### src/rtl/odu_sched_pkg.sv
// Shared constants, register map and FSM state type for the ODU channel scheduler.
package odu_sched_pkg;

  localparam int CHID_W = 7;
  localparam int MAX_CH = 16;

  localparam logic [3:0] ADDR_CTRL    = 4'd0;
  localparam logic [3:0] ADDR_MASK    = 4'd1;
  localparam logic [3:0] ADDR_ROW_LEN = 4'd2;
  localparam logic [3:0] ADDR_ROWS    = 4'd3;
  localparam logic [3:0] ADDR_WEIGHT0 = 4'd4;
  localparam logic [3:0] ADDR_WEIGHT1 = 4'd5;
  localparam logic [3:0] ADDR_WEIGHT2 = 4'd6;
  localparam logic [3:0] ADDR_WEIGHT3 = 4'd7;
  localparam logic [3:0] ADDR_STATUS  = 4'd8;

  localparam logic [7:0] ROW_LEN_RST = 8'd80;
  localparam logic [3:0] ROWS_RST    = 4'd4;
  localparam logic [3:0] WEIGHT_RST  = 4'd1;

  typedef enum logic [1:0] {
    IDLE  = 2'd0,
    SEL   = 2'd1,
    OFFER = 2'd2
  } sched_state_e;

  // Zero-valued lengths and weights are promoted to one.
  function automatic logic [3:0] nz4(input logic [3:0] v);
    return (v == 4'd0) ? 4'd1 : v;
  endfunction

  function automatic logic [7:0] nz8(input logic [7:0] v);
    return (v == 8'd0) ? 8'd1 : v;
  endfunction

endpackage

### src/rtl/odu_sched_cfg_regs.sv
// cfg-bus front end: write-strobe edge detect, configuration register file
// and registered read-back mux.
module odu_sched_cfg_regs
  import odu_sched_pkg::*;
(
  input  logic              clk,
  input  logic              rst_n,
  input  logic              cfg_n_cs,
  input  logic              cfg_n_we,
  input  logic              cfg_n_oe,
  input  logic [3:0]        cfg_addr,
  input  logic [15:0]       cfg_din,
  input  logic              status_valid,
  input  logic [CHID_W-1:0] status_chid,
  output logic              en,
  output logic              clr,
  output logic [15:0]       mask,
  output logic [7:0]        row_len,
  output logic [3:0]        rows,
  output logic [63:0]       weights,
  output logic [15:0]       cfg_dout
);

  logic        we_n_dly_q, we_n_dly_d;
  logic        en_q, en_d;
  logic        clr_q, clr_d;
  logic [15:0] mask_q, mask_d;
  logic [7:0]  row_len_q, row_len_d;
  logic [3:0]  rows_q, rows_d;
  logic [63:0] weights_q, weights_d;
  logic [15:0] dout_q, dout_d;
  logic [15:0] rdata;
  logic        wr_stb;
  logic        rd_stb;

  // One commit per strobe: only the first low cycle of cfg_n_we writes.
  assign wr_stb = ~cfg_n_cs & ~cfg_n_we & we_n_dly_q;
  assign rd_stb = ~cfg_n_cs & ~cfg_n_oe;

  always_comb begin
    we_n_dly_d = cfg_n_we;
    en_d       = en_q;
    clr_d      = 1'b0;
    mask_d     = mask_q;
    row_len_d  = row_len_q;
    rows_d     = rows_q;
    weights_d  = weights_q;
    if (wr_stb) begin
      case (cfg_addr)
        ADDR_CTRL: begin
          en_d  = cfg_din[0];
          clr_d = cfg_din[1] & ~en_q;
        end
        ADDR_MASK:    mask_d    = cfg_din;
        ADDR_ROW_LEN: row_len_d = cfg_din[7:0];
        ADDR_ROWS:    rows_d    = cfg_din[3:0];
        ADDR_WEIGHT0, ADDR_WEIGHT1, ADDR_WEIGHT2, ADDR_WEIGHT3:
          weights_d[{cfg_addr[1:0], 4'b0000} +: 16] = cfg_din;
        default: ;
      endcase
    end
  end

  always_comb begin
    rdata = '0;
    case (cfg_addr)
      ADDR_CTRL:    rdata = {15'd0, en_q};
      ADDR_MASK:    rdata = mask_q;
      ADDR_ROW_LEN: rdata = {8'd0, row_len_q};
      ADDR_ROWS:    rdata = {12'd0, rows_q};
      ADDR_WEIGHT0, ADDR_WEIGHT1, ADDR_WEIGHT2, ADDR_WEIGHT3:
        rdata = weights_q[{cfg_addr[1:0], 4'b0000} +: 16];
      ADDR_STATUS:  rdata = {status_valid, 8'd0, status_chid};
      default:      rdata = '0;
    endcase
    dout_d = rd_stb ? rdata : dout_q;
  end

  always_ff @(posedge clk or negedge rst_n) begin
    if (!rst_n) begin
      we_n_dly_q <= 1'b1;
      en_q       <= 1'b0;
      clr_q      <= 1'b0;
      mask_q     <= '0;
      row_len_q  <= ROW_LEN_RST;
      rows_q     <= ROWS_RST;
      weights_q  <= {16{WEIGHT_RST}};
      dout_q     <= '0;
    end else begin
      we_n_dly_q <= we_n_dly_d;
      en_q       <= en_d;
      clr_q      <= clr_d;
      mask_q     <= mask_d;
      row_len_q  <= row_len_d;
      rows_q     <= rows_d;
      weights_q  <= weights_d;
      dout_q     <= dout_d;
    end
  end

  assign en       = en_q;
  assign clr      = clr_q;
  assign mask     = mask_q;
  assign row_len  = row_len_q;
  assign rows     = rows_q;
  assign weights  = weights_q;
  assign cfg_dout = dout_q;

endmodule

### src/rtl/odu_chan_sched.sv
// Weighted round-robin word-slot scheduler for the ODU generator channels,
// with per-channel row/frame position counters driving the framing flags.
module odu_chan_sched
  import odu_sched_pkg::*;
#(
  parameter int                NUM_CH    = 8,
  parameter logic [CHID_W-1:0] CHID_BASE = '0
) (
  input  logic              clk,
  input  logic              rst_n,
  input  logic              cfg_n_cs,
  input  logic              cfg_n_we,
  input  logic              cfg_n_oe,
  input  logic [3:0]        cfg_addr,
  input  logic [15:0]       cfg_din,
  output logic [15:0]       cfg_dout,
  output logic              sched_valid,
  input  logic              sched_ready,
  output logic [CHID_W-1:0] sched_chid,
  output logic              sched_fs_start,
  output logic              sched_rs_start
);

  localparam logic [15:0] CH_MASK = 16'((32'h1 << NUM_CH) - 32'h1);
  localparam logic [3:0]  LAST_CH = 4'(NUM_CH - 1);

  logic              en;
  logic              clr;
  logic [15:0]       mask;
  logic [7:0]        row_len;
  logic [3:0]        rows;
  logic [63:0]       weights;

  sched_state_e      state_q, state_d;
  logic [3:0]        ptr_q, ptr_d;
  logic [3:0]        cur_q, cur_d;
  logic [3:0]        burst_q, burst_d;
  logic [CHID_W-1:0] last_chid_q, last_chid_d;
  logic [7:0]        word_cnt_q [MAX_CH];
  logic [7:0]        word_cnt_d [MAX_CH];
  logic [3:0]        row_cnt_q  [MAX_CH];
  logic [3:0]        row_cnt_d  [MAX_CH];

  logic [15:0]       live_mask;
  logic              runnable;
  logic              pick_found;
  logic [3:0]        pick_ch;
  logic [CHID_W-1:0] cur_chid;
  logic              cur_rs;
  logic              cur_fs;
  logic [7:0]        row_last;
  logic [3:0]        frame_last;

  odu_sched_cfg_regs u_cfg (
    .clk          (clk),
    .rst_n        (rst_n),
    .cfg_n_cs     (cfg_n_cs),
    .cfg_n_we     (cfg_n_we),
    .cfg_n_oe     (cfg_n_oe),
    .cfg_addr     (cfg_addr),
    .cfg_din      (cfg_din),
    .status_valid (sched_valid),
    .status_chid  (last_chid_q),
    .en           (en),
    .clr          (clr),
    .mask         (mask),
    .row_len      (row_len),
    .rows         (rows),
    .weights      (weights),
    .cfg_dout     (cfg_dout)
  );

  assign live_mask  = mask & CH_MASK;
  assign runnable   = en & (|live_mask);
  assign cur_chid   = CHID_BASE + {3'd0, cur_q};
  assign cur_rs     = (word_cnt_q[cur_q] == 8'd0);
  assign cur_fs     = cur_rs & (row_cnt_q[cur_q] == 4'd0);
  assign row_last   = nz8(row_len) - 8'd1;
  assign frame_last = nz4(rows) - 4'd1;

  // Rotating priority search starting at rr_ptr.
  always_comb begin
    logic [4:0] idx;
    pick_found = 1'b0;
    pick_ch    = ptr_q;
    for (int i = 0; i < NUM_CH; i++) begin
      idx = {1'b0, ptr_q} + 5'(i);
      if (idx >= 5'(NUM_CH)) idx = idx - 5'(NUM_CH);
      if (!pick_found && live_mask[idx[3:0]]) begin
        pick_found = 1'b1;
        pick_ch    = idx[3:0];
      end
    end
  end

  always_comb begin
    state_d     = state_q;
    ptr_d       = ptr_q;
    cur_d       = cur_q;
    burst_d     = burst_q;
    last_chid_d = last_chid_q;
    word_cnt_d  = word_cnt_q;
    row_cnt_d   = row_cnt_q;
    case (state_q)
      IDLE: begin
        if (runnable) state_d = SEL;
      end
      SEL: begin
        if (runnable && pick_found) begin
          cur_d   = pick_ch;
          burst_d = nz4(weights[{pick_ch, 2'b00} +: 4]);
          state_d = OFFER;
        end else begin
          state_d = IDLE;
        end
      end
      OFFER: begin
        if (sched_ready) begin
          burst_d     = burst_q - 4'd1;
          last_chid_d = cur_chid;
          // >= so a shrunken ROW_LEN/ROWS wraps on the next acceptance.
          if (word_cnt_q[cur_q] >= row_last) begin
            word_cnt_d[cur_q] = 8'd0;
            row_cnt_d[cur_q]  = (row_cnt_q[cur_q] >= frame_last) ? 4'd0 : row_cnt_q[cur_q] + 4'd1;
          end else begin
            word_cnt_d[cur_q] = word_cnt_q[cur_q] + 8'd1;
          end
          if (burst_q == 4'd1 || !live_mask[cur_q] || !en) begin
            ptr_d   = (cur_q == LAST_CH) ? 4'd0 : cur_q + 4'd1;
            state_d = runnable ? SEL : IDLE;
          end
        end
      end
      default: state_d = IDLE;
    endcase
    if (clr) begin
      ptr_d = '0;
      for (int i = 0; i < MAX_CH; i++) begin
        word_cnt_d[i] = '0;
        row_cnt_d[i]  = '0;
      end
    end
  end

  always_ff @(posedge clk or negedge rst_n) begin
    if (!rst_n) begin
      state_q     <= IDLE;
      ptr_q       <= '0;
      cur_q       <= '0;
      burst_q     <= '0;
      last_chid_q <= '0;
      for (int i = 0; i < MAX_CH; i++) begin
        word_cnt_q[i] <= '0;
        row_cnt_q[i]  <= '0;
      end
    end else begin
      state_q     <= state_d;
      ptr_q       <= ptr_d;
      cur_q       <= cur_d;
      burst_q     <= burst_d;
      last_chid_q <= last_chid_d;
      word_cnt_q  <= word_cnt_d;
      row_cnt_q   <= row_cnt_d;
    end
  end

  assign sched_valid    = (state_q == OFFER);
  assign sched_chid     = sched_valid ? cur_chid : '0;
  assign sched_rs_start = sched_valid & cur_rs;
  assign sched_fs_start = sched_valid & cur_fs;

endmodule

### config.mk
export PLATFORM = sky130hd
export DESIGN_NAME = odu_chan_sched
export DESIGN_NICKNAME = d
export VERILOG_FILES = /design/src/rtl/odu_sched_pkg.sv /design/src/rtl/odu_sched_cfg_regs.sv /design/src/rtl/odu_chan_sched.sv
export SDC_FILE = /design/constraint.sdc
export NUM_CORES = 1
export LEC_CHECK = 0
export ABC_AREA = 1
export CAP_MARGIN = 10
export CORE_MARGIN = 3
export CORE_UTILIZATION = 25
export CTS_BUF_LIST = sky130_fd_sc_hd__clkbuf_4 sky130_fd_sc_hd__clkbuf_8 sky130_fd_sc_hd__clkbuf_16
export CTS_CLUSTER_DIAMETER = 80
export DETAILED_ROUTE_END_ITERATION = 8
export DONT_BUFFER_PORTS = 1
export GPL_TIMING_DRIVEN = 0
export SLEW_MARGIN = 30
export SYNTH_ARGS = -nofsm -noshare
export SYNTH_HDL_FRONTEND = slang
export SYNTH_HIERARCHICAL = 1
export SYNTH_SLANG_ARGS = --single-unit
### constraint.sdc
create_clock -name clk -period 4 [get_ports clk]
set_input_delay 0.6 -clock clk [delete_from_list [all_inputs] [get_ports clk]]
set_output_delay 0.6 -clock clk [all_outputs]
set_load 0.005 [all_outputs]
==> results of run 1 <==
[stage by stage]
step,utilization,TNS [ns],power (mW),worst slack (ns)
after detailed placement,0.2707,-262.37,13.70,-1.828
after global placement,0.2706,-258.30,13.57,-1.779
after CTS,0.2925,0,18.10,0.01643
after floorplan,-,0,10.49,0.2294
final,0.2957,0,18.76,0.05784
after global routing,0.2957,-0.5163,19.92,-0.05963
[cell families (layout without fill, tap and decap cells)]
family / after synthesis / after routing / share of synthesized area
adder cells (fa/ha/maj): 41 / 41 / 0.02491
other: 1 / 6 / 0.0001821
flip-flops: 321 / 321 / 0.3913
AND/OR/NAND/NOR: 1327 / 1327 / 0.2827
AO/OA/AOI/OAI: 756 / 756 / 0.1918
buffers and inverters: 506 / 595 / 0.1020
XOR/XNOR: 16 / 16 / 0.007169
[worst max-delay path, stage by stage, from the launching register on]
cell and delay (ns):
dfrtp_1 0.41, buf_6 0.16, inv_4 0.09, buf_8 0.16, buf_12 0.15, o21ai_0 0.08, o21ai_0 0.29, nand2_1 0.14
nand4_1 0.27, inv_2 0.09, ha_1 0.32, a21oi_1 0.15, nor2_1 0.06, a211oi_2 0.17, nand3_2 0.14, inv_1 0.16
clkbuf_2 0.29, clkbuf_2 0.31, o21ai_0 0.16, nand3_1 0.10, o21ai_0 0.08
[cells in the mapped netlist, drive strengths merged (3+ instances only)]
| library cell | number |
|---|---|
| clkbuf | 121 |
| dfrtp | 301 |
| o21ai | 599 |
| inv | 308 |
| nand2 | 674 |
| nand3 | 335 |
| a22o | 4 |
| nor2 | 225 |
| nor3 | 24 |
| o22ai | 8 |
| a21oi | 105 |
| nand3b | 14 |
| buf | 72 |
| xnor2 | 5 |
| ha | 41 |
| o211ai | 7 |
| dfstp | 20 |
| o41ai | 25 |
| a31oi | 3 |
| xor2 | 11 |
| nand4 | 47 |
| clkinv | 5 |
| nor4 | 3 |
[routing by layer]
layer	up-vias	part of all wire	track usage
met1	10094	0.43	0.2514
met2	1135	0.43	0.2656
li1	9964	-	-
met4	0	0.037	0.07278
met3	167	0.098	0.03258
met5	-	0	0
[what timing repair did]
item | in CTS | in global routing
gates cloned | 0 | 0
pin swaps | 10 | 16
gates resized for setup | 150 | 84
endpoints found under the hold margin | 302 | 301
buffers inserted | 12 | 10
endpoints found under the setup margin | 194 | 196
[worst max path at each step]
stage,cells past startpoint,startpoint,endpoint,slack (ns)
finish,20,cur_q[1]$_DFFE_PN0P_,word_cnt_q[36]$_DFFE_PN0P_,0.06
global route,22,cur_q[1]$_DFFE_PN0P_,row_cnt_q[18]$_DFFE_PN0P_,-0.06
CTS,13,cur_q[1]$_DFFE_PN0P_,sched_fs_start,0.02
detailed placement,21,cur_q[0]$_DFFE_PN0P_,row_cnt_q[56]$_DFFE_PN0P_,-1.83
global placement,21,cur_q[0]$_DFFE_PN0P_,row_cnt_q[56]$_DFFE_PN0P_,-1.78
floorplan,22,cur_q[1]$_DFFE_PN0P_,row_cnt_q[56]$_DFFE_PN0P_,0.23
[registers in the layout (all words and copies together) (netlist names), 2 cells and up]
| signal | count |
|---|---|
| burst_q | 4 |
| cur_q | 4 |
| ptr_q | 4 |
| u_cfg/rows | 4 |
| u_cfg/mask | 16 |
| state_q | 2 |
| word_cnt_q | 128 |
| row_cnt_q | 64 |
| u_cfg/weights | 64 |
| u_cfg/cfg_dout | 16 |
| u_cfg/row_len | 8 |
| last_chid_q | 4 |
[report_power, final]
part           internal [mW]  switching, mW  leakage, nW
Clock                   2.19           1.54        0.668
Combinational           3.10           7.55         6.56
Sequential              4.00          0.376         3.95
Total                   9.29           9.47         11.2
[layout make-up]
cell class              count  area (µm²)
plain buffers             191        1205
multi-input cells        2146       10700
well taps                1060        1326
flip-flops and latches    321        8059
clock buffers              54        1134
repair buffers             23       175.2
clock inverters            14       193.9
fillers                  8779       57090
inverters                 313        1185
==> key figures, run 1 <==
Global routing
  – Antenna violations before repair: 0
  – GR Overflow Total: 0
  – Vias in the first global route: 19685
  – All-Layer GR Usage: 0.1774
  – Largest net degree at the start of global routing: 322
  – First-pass GRT wire length: 119500 µm

Clock tree
  – Largest buffer count on any clock path: 3
  – Clock root cell: clkbuf_16
  – CTS tree: yes
  – Clk_lat worst skew: 0.60 ns
  – H-tree depth: 2
  – Total CTS buffers: 38
  – Worst-path clk slew: 0.06 ns
  – CTS sink cnt: 321
  – Post-CTS Hold Fix Bufs: 1

Timing
  – Period utilization: 0.9855
  – RSZ-0062 raised after global routing: true
  – Hold slack final: -0.1835 ns
  – Tightest Pin Transition: 1.274 ns
  – Final setup viols: 0
  – Slew margin rel.: 0.1503
  – Final setup skew: 0.04232 ns
  – Fmax: 253.7 MHz
  – Tmin final: 3.942 ns
  – Final Max Slew Viols: 0
  – Final hold violation count: 295

Final layout
  – Nets: 3101
  – Most common cell after layout, fill and taps aside: nand2_1
  – Antenna cells: 0
  – Layout cell share with drive strength beyond 1: 0.1107
  – Area Overhead vs Synth: 16.42%
  – Fin area: 23980 µm²
  – Non-filler cells, final: 4122
  – Most frequent cells in the layout: 654 x nand2_1, 558 x o21ai_0, 326 x nand3_1

Job
  – Max_cap viols: 0

Placed design
  – Dpl cell area: 21940 µm²
  – Final HPWL DP: 56240 µm
  – Placed cell count: 4033
  – RD Place Congestion: 0.9355
  – Port bufs: 0

Floorplan
  – Die extent in x: 293.0 µm
  – Area of the core: 81070 µm²
  – Site Rows: 104
  – Die span in y: 293.0 µm
  – Starting Density: 0.2540
  – Die ar.: 85860 µm²
  – IO Count: 52

Yosys
  – Synth cell types: 53
  – Average cell area after synthesis: 6.939 µm²
  – Synth Warn #: 6
  – Synth area leader: dfrtp_1
  – Ys async rst share: 1.000
  – Mapped cell area: 20590 µm²
  – Main synth FF type: dfrtp_1
  – #FFs+latches synth: 321
  – Synth top area share: 0.3657
  – Register area share after synthesis: 0.3913
  – Largest cells by area after synthesis: dfrtp_1 37%, o21ai_0 14%, nand2_1 12%, nand3_1 8.0%, inv_1 5.4%
  – Synthesized instance count: 2968
  – Number of synthesized flops with an enable pin: 0

Setup path
  – CP Data Arrival Time: 4.38 ns
  – WP data required: 4.44 ns
  – Crit path capture type: flop
  – R2r setup slk: 0.06 ns
  – Crit path max fanout: 10
  – Reg2reg path depth: 20
  – Startpoint types: flop
  – Worst R2R End: word_cnt_q[36]$_DFFE_PN0P_
  – CP Class: flop to flop
  – Reg2reg start: cur_q[1]$_DFFE_PN0P_

Drt
  – Vias per inst: 5.182
  – DRC: 0
  – Drt first-iter violations: 2872
  – Routed WL: 78740 µm
  – WL/cell: 19.10 µm
  – First-pass DRT Iterations: 6
  – Post-DRT Antenna Nets: 0
  – DR vias: 21360

Pwr
  – PD cells: 782.3 nW/µm²
  – Peak VDD IR: 0.4572 mV
  – Leakage power: 11.18 nW

Min path
  – Tightest Hold Check Type: input port to asynchronous set/reset pin

Outcome
  – Status: finished, violations left
  – Failing checks: hold timing
Power figures use the tool's default switching activity.
==> inputs of run 2 (changes only) <==
- CELL_PAD_IN_SITES_DETAIL_PLACEMENT: not set -> 1
- CELL_PAD_IN_SITES_GLOBAL_PLACEMENT: not set -> 1
- PLACE_DENSITY_LB_ADDON: not set -> 0.1
==> key figures, run 2 (same netlist as run 1, synthesis figures left out) <==
Final layout
  – Nets: 3137 (+1.2%)
  – Most flops, register: word_cnt_q
  – Filler Cell Count: 9975 (+14%)
  – Layout cell share with drive strength beyond 1: 0.1379 (+0.02717)
  – Max reg flops: 128 (unchanged)
  – Antenna cells: 0 (unchanged)
  – Non-filler cells, final: 4164 (+1.0%)
  – Final Util: 0.3093 (+0.01354)
  – Area Overhead vs Synth: 21.74%
  – Most common cell after layout, fill and taps aside: nand2_1
  – Most frequent cells in the layout: 646 x nand2_1, 545 x o21ai_0, 321 x nand3_1
  – Fin area: 25070 µm² (+4.6%)

Clock tree
  – Worst-path clk slew: 0.06 ns (about the same)
  – CTS sink cnt: 321 (unchanged)
  – Clk_lat worst skew: 0.61 ns (about the same)
  – Largest buffer count on any clock path: 3 (unchanged)
  – Clock root cell: clkbuf_16
  – Total CTS buffers: 47 (+24%)
  – H-tree depth: 2 (unchanged)
  – CTS tree: yes
  – Post-CTS Hold Fix Bufs: 1 (unchanged)

Floorplan
  – Die extent in x: 293.0 µm (unchanged)
  – IO Count: 52 (unchanged)
  – Area of the core: 81070 µm² (unchanged)
  – Die ar.: 85860 µm² (unchanged)
  – Site Rows: 104 (unchanged)
  – Starting Density: 0.2540 (unchanged)
  – Die span in y: 293.0 µm (unchanged)

Setup path
  – R2r setup slk: 0.09 ns (+0.03 ns)
  – WP data required: 3.40 ns (-1.04 ns)
  – Reg2reg path depth: 17 (-15%)
  – Crit path capture type: output port
  – Worst R2R End: word_cnt_q[29]$_DFFE_PN0P_
  – CP Class: flop to output port
  – CP Data Arrival Time: 3.36 ns (-1.02 ns)
  – Reg2reg start: cur_q[0]$_DFFE_PN0P_
  – Crit path max fanout: 10 (unchanged)
  – Startpoint types: flop

Drt
  – DR vias: 21704 (+1.6%)
  – Drt first-iter violations: 1416 (-51%)
  – DR WL met3: 4290 µm (-44%)
  – DRC: 0 (unchanged)
  – Routed WL: 100000 µm (+27%)
  – M1 WL: 47340 µm (+39%)
  – WL/cell: 24.02 µm (+26%)
  – Metal2 WL: 45770 µm (+34%)
  – Post-DRT Antenna Nets: 0 (unchanged)
  – Highest routed layer: met4
  – First-pass DRT Iterations: 5 (-1)
  – Vias per inst: 5.212 (+0.59%)

Placed design
  – Port bufs: 0 (unchanged)
  – Final HPWL DP: 73990 µm (+32%)
  – RD Place Congestion: 0.8527 (-8.9%)
  – Placed cell count: 4033 (unchanged)
  – Dpl cell area: 21950 µm² (about the same)

Timing
  – Final Max Slew Viols: 0 (unchanged)
  – Final setup viols: 0 (unchanged)
  – Final setup skew: 0.03975 ns (-0.002571 ns)
  – Setup Total Neg Slack: 0 ns (unchanged)
  – Tmin final: 3.961 ns (+0.01853 ns)
  – Period utilization: 0.9902 (+0.004633)
  – Slew margin rel.: 0.2435 (+0.09315)
  – RSZ-0062 raised after global routing: true
  – Fmax: 252.5 MHz (-0.47%)
  – Hold slack final: -0.2935 ns (-0.1100 ns)
  – Tightest Pin Transition: 1.131 ns (-0.1439 ns)
  – Final hold violation count: 301 (+2.0%)

Global routing
  – Largest net degree at the start of global routing: 322 (unchanged)
  – GR Overflow Total: 0 (unchanged)
  – First-pass GRT wire length: 150000 µm (+25%)
  – Antenna violations before repair: 1 (+1)
  – Vias in the first global route: 22395 (+14%)
  – All-Layer GR Usage: 0.2299 (+0.05249)

Pwr
  – Design Power: 21.19 mW (+13%)
  – Leakage power: 11.63 nW (+4.0%)
  – Peak VDD IR: 0.4073 mV (-11%)
  – PD cells: 845.1 nW/µm² (+8.0%)

Job
  – Max_cap viols: 0 (unchanged)

Outcome
  – Failing checks: hold timing
  – Status: finished, violations left

Min path
  – Tightest Hold Check Type: input port to asynchronous set/reset pin
[run 2: changes by cell type in the layout (fill, tap and decap cells not counted), moves of 10 or more]
cell / previous run / this run
clkbuf_2: 48 / 21
buf_4: 43 / 67
clkbuf_4: 17 / 36
o21ai_0: 558 / 545
clkbuf_16: 38 / 49
o21ai_1: 38 / 48
[run 2: cell type report]
cell class	count	area (µm²)	area share
tap	1060	1326	0.05290
timing repair buffer	52	432.9	0.01727
multi-input combinational	2146	11010	0.4390
inverter	313	1207	0.04816
buffer	189	1403	0.05594
clock buffer	71	1449	0.05779
clock inverter	12	186.4	0.007436
sequential	321	8060	0.3215
[run 2: worst max path at each step]
stage,from,to,slack [ns],cells past startpoint
after global placement,cur_q[0]$_DFFE_PN0P_,row_cnt_q[56]$_DFFE_PN0P_,-1.85,21
final,cur_q[0]$_DFFE_PN0P_,sched_fs_start,0.04,13
after global routing,cur_q[0]$_DFFE_PN0P_,sched_fs_start,-0.13,16
after detailed placement,cur_q[0]$_DFFE_PN0P_,row_cnt_q[56]$_DFFE_PN0P_,-2.02,21
after CTS,cur_q[0]$_DFFE_PN0P_,sched_fs_start,0.007,13
after floorplan,cur_q[1]$_DFFE_PN0P_,row_cnt_q[56]$_DFFE_PN0P_,0.23,22
[run 2: report_power, final]
part	total (mW)	switching [mW]	internal, mW
clock	4.44	1.69	2.75
combinational	12.3	8.62	3.73
sequential	4.39	0.395	4.00
total	21.2	10.7	10.5
[run 2: per-stage QoR]
| stage | hold WS [ns] | worst slack, ns |
|---|---|---|
| after CTS | -0.3258 | 0.007340 |
| after detailed placement | 0.3239 | -2.017 |
| after floorplan | 0.3044 | 0.2294 |
| final | -0.2935 | 0.03931 |
| after global placement | 0.3282 | -1.855 |
| after global routing | -0.3231 | -0.1328 |
[run 2: per-layer routing]
metal	global-route usage	vias to the layer above
li1	-	10064
met1	0.3237	11052
met5	0	-
met3	0.02721	115
met4	0.05872	0
met2	0.3746	473
[run 2: what timing repair did]
action | CTS | global route
gates resized for setup | 210 | 195
setup endpoints to repair | 199 | 198
gates cloned | 0 | 0
pin swaps | 13 | 26
buffers inserted | 21 | 30
endpoints found under the hold margin | 307 | 301
[run 2: worst max-delay path, cell delays in order (launching register included)]
cell     delay (ns)
dfrtp_1        0.41
buf_8          0.19
buf_6          0.18
buf_8          0.19
buf_12         0.17
nor2_1         0.06
o21ai_0        0.21
nand2_1        0.15
nand4_1        0.18
inv_2          0.08
nor4_4         0.27
nand4_1        0.14
buf_6          0.17
nor4b_4        0.37
==> inputs of run 3 (changes only) <==
- clock period: 4 -> 4.86 ns (I/O delays scaled with it)
==> key figures, run 3 (same netlist as run 1, synthesis figures left out) <==
Outcome
  – Status: finished, violations left
  – Failing checks: hold timing

Floorplan
  – Site Rows: 104 (unchanged)
  – Area of the core: 81070 µm² (unchanged)
  – IO Count: 52 (unchanged)
  – Die extent in x: 293.0 µm (unchanged)
  – Die ar.: 85860 µm² (unchanged)
  – Die span in y: 293.0 µm (unchanged)
  – Starting Density: 0.2540 (unchanged)

Timing
  – Final hold violation count: 66 (-78%)
  – Final setup viols: 0 (unchanged)
  – Setup WS post-layout: 0.1424 ns (+0.1031 ns)
  – Hold slack final: -0.1593 ns (+0.1342 ns)
  – Period utilization: 0.9707
  – Fmax: 212.0 MHz
  – Tmin final: 4.718 ns
  – Slew margin rel.: 0.01832 (-0.2252)
  – Final setup skew: 0.04113 ns (+0.001376 ns)
  – Final Max Slew Viols: 0 (unchanged)
  – Tightest Pin Transition: 1.473 ns (+0.3419 ns)

Drt
  – First-pass DRT Iterations: 5 (unchanged)
  – Drt first-iter violations: 1385 (-2.2%)
  – DR vias: 21490 (-0.99%)
  – Routed WL: 98940 µm (-1.1%)
  – Vias per inst: 5.208 (about the same)
  – Post-DRT Antenna Nets: 0 (unchanged)
  – DRC: 0 (unchanged)
  – WL/cell: 23.98 µm (-0.15%)

Final layout
  – Fin area: 23970 µm² (-4.4%)
  – Layout cell share with drive strength beyond 1: 0.1053 (-0.03254)
  – Most frequent cells in the layout: 654 x nand2_1, 570 x o21ai_0, 328 x nand3_1
  – Area Overhead vs Synth: 16.39%
  – Max reg flops: 128 (unchanged)
  – Nets: 3099 (-1.2%)
  – Antenna cells: 0 (unchanged)
  – Most common cell after layout, fill and taps aside: nand2_1
  – Most flops, register: word_cnt_q

Pwr
  – P_sw: 8.438 mW (-21%)
  – Design Power: 16.40 mW (-23%)
  – Clock power frac: 0.224 (+0.014)
  – Leakage power: 11.20 nW (-3.7%)
  – Seq pwr share: 0.220 (+0.013)
  – Internal Power: 7.962 mW (-24%)
  – Switching part of the total: 0.5145 (+0.009313)
  – Logic pwr share: 0.557 (-0.026)
  – Peak VDD IR: 0.3537 mV (-13%)
  – PD cells: 684.2 nW/µm² (-19%)

Global routing
  – Largest net degree at the start of global routing: 322 (unchanged)
  – All-Layer GR Usage: 0.2292 (-0.0007327)
  – Vias in the first global route: 22318 (-0.34%)
  – First-pass GRT wire length: 149400 µm (-0.40%)
  – GR Overflow Total: 0 (unchanged)
  – Antenna violations before repair: 1 (unchanged)

Placed design
  – Place WS: -1.157 ns (+0.8600 ns)
  – Final HPWL DP: 73990 µm (unchanged)
  – Dpl cell area: 21950 µm² (unchanged)
  – RD Place Congestion: 0.8527 (unchanged)
  – Port bufs: 0 (unchanged)

Setup path
  – CP Data Arrival Time: 3.99 ns (+0.63 ns)
  – Reg2reg path depth: 19 (+2)
  – CP Cell Sequence: clkbuf_4, inv_2, clkbuf_4, o21ai_0, o21ai_1, nand2_1, nand4_1, ha_1, nand2_1, nor4_1, nand4_1, buf_4, nor4b_4
  – CP Class: flop to output port
  – Crit path capture type: output port
  – Crit path max fanout: 10 (unchanged)
  – Worst Setup EP: sched_fs_start
  – Number of cells on the critical path: 13 (unchanged)
  – Worst path slowest cell: dfrtp_1
  – Worst R2R End: row_cnt_q[43]$_DFFE_PN0P_
  – Worst path bufs/invs: 4 (-2)
  – Startpoint types: flop
  – R2r setup slk: 0.28 ns (+0.19 ns)
  – Reg2reg start: cur_q[2]$_DFFE_PN0P_
  – Crit-path max cell delay: 0.42 ns (about the same)
  – Delay-heaviest family, CP: simple AND/OR/NAND/NOR gates
  – Critical Path Source: cur_q[0]$_DFFE_PN0P_
  – WP data required: 4.13 ns (+0.73 ns)

Clock tree
  – Clk_lat worst skew: 0.61 ns (about the same)
  – Worst-path clk slew: 0.06 ns (about the same)
  – H-tree depth: 2 (unchanged)
  – CTS tree: yes
  – Total CTS buffers: 47 (unchanged)
  – CTS sink cnt: 321 (unchanged)
  – Clock root cell: clkbuf_16
  – Largest buffer count on any clock path: 3 (unchanged)

Min path
  – Tightest Hold Check Type: input port to asynchronous set/reset pin

Job
  – Max_cap viols: 0 (unchanged)
## run 3: routing by layer
metal,wire (µm),track usage,vias up
li1,-,-,9991
met4,2384,0.05443,0
met1,46900,0.3229,10881
met3,4352,0.02872,119
met2,45300,0.3738,499
met5,0,0,-
## run 3: worst min-delay path by stage
| stage | endpoint | slack, ns |
|---|---|---|
| CTS | word_cnt_q[125]$_DFFE_PN0P_ | -0.20 |
| finish | word_cnt_q[12]$_DFFE_PN0P_ | -0.16 |
| global route | word_cnt_q[122]$_DFFE_PN0P_ | -0.19 |
| global placement | state_q[0]$_DFFE_PN0P_ | 0.44 |
| floorplan | burst_q[0]$_DFFE_PN0P_ | 0.43 |
| detailed placement | word_cnt_q[124]$_DFFE_PN0P_ | 0.45 |
## run 3: per-stage QoR
step / hold slack [ns] / utilization / setup TNS [ns] / std cells
6_report: -0.1593 / 0.2957 / 0 / 4126
5_1_grt: -0.1941 / 0.2957 / -0.01293 / 4126
4_1_cts: -0.1968 / 0.2934 / -0.3590 / 4120
3_5_place_dp: 0.4529 / 0.2708 / -152.29 / 4033
3_3_place_gp: 0.4426 / 0.2706 / -132.78 / 4033
2_1_floorplan: 0.4254 / - / 0 / 2973
## run 3: final cells by class
class | count | area [µm²]
Fill cell | 10040 | 57100
Sequential cell | 321 | 8058
Timing Repair Buffer | 12 | 90.09
Buffer | 191 | 1074
Tap cell | 1060 | 1326
Multi-Input combinational cell | 2146 | 10610
Clock buffer | 71 | 1449
Clock inverter | 12 | 186.4
Inverter | 313 | 1181
## run 3: timing repair
item,CTS,global route
setup buffers,5,7
setup endpoints to repair,194,193
pin swaps,1,5
gates resized for setup,67,117
hold endpoints to repair,301,301
## run 3: worst register-to-register path, cell delays in order (launching register included)
cell,delay (ns)
dfrtp_1,0.51
inv_1,0.18
nor2_1,0.62
clkbuf_2,0.48
nand2_1,0.11
nand4_1,0.21
inv_1,0.13
ha_1,0.33
a21oi_1,0.18
nor2_1,0.07
a211oi_1,0.18
nand3_1,0.19
nor2_4,0.28
inv_2,0.11
nand2_4,0.13
inv_1,0.09
clkbuf_4,0.21
buf_2,0.22
nand4_1,0.12
o21ai_0,0.10
## run 3: power groups by stage
stage	Sequential [mW]	Combinational (mW)	Clock (mW)
after floorplan	3.53	5.11	0
after global placement	3.63	8.23	0
after detailed placement	3.64	8.50	0
after CTS	3.61	8.72	3.76
after global routing	3.67	10.0	3.87
final	3.60	9.13	3.67
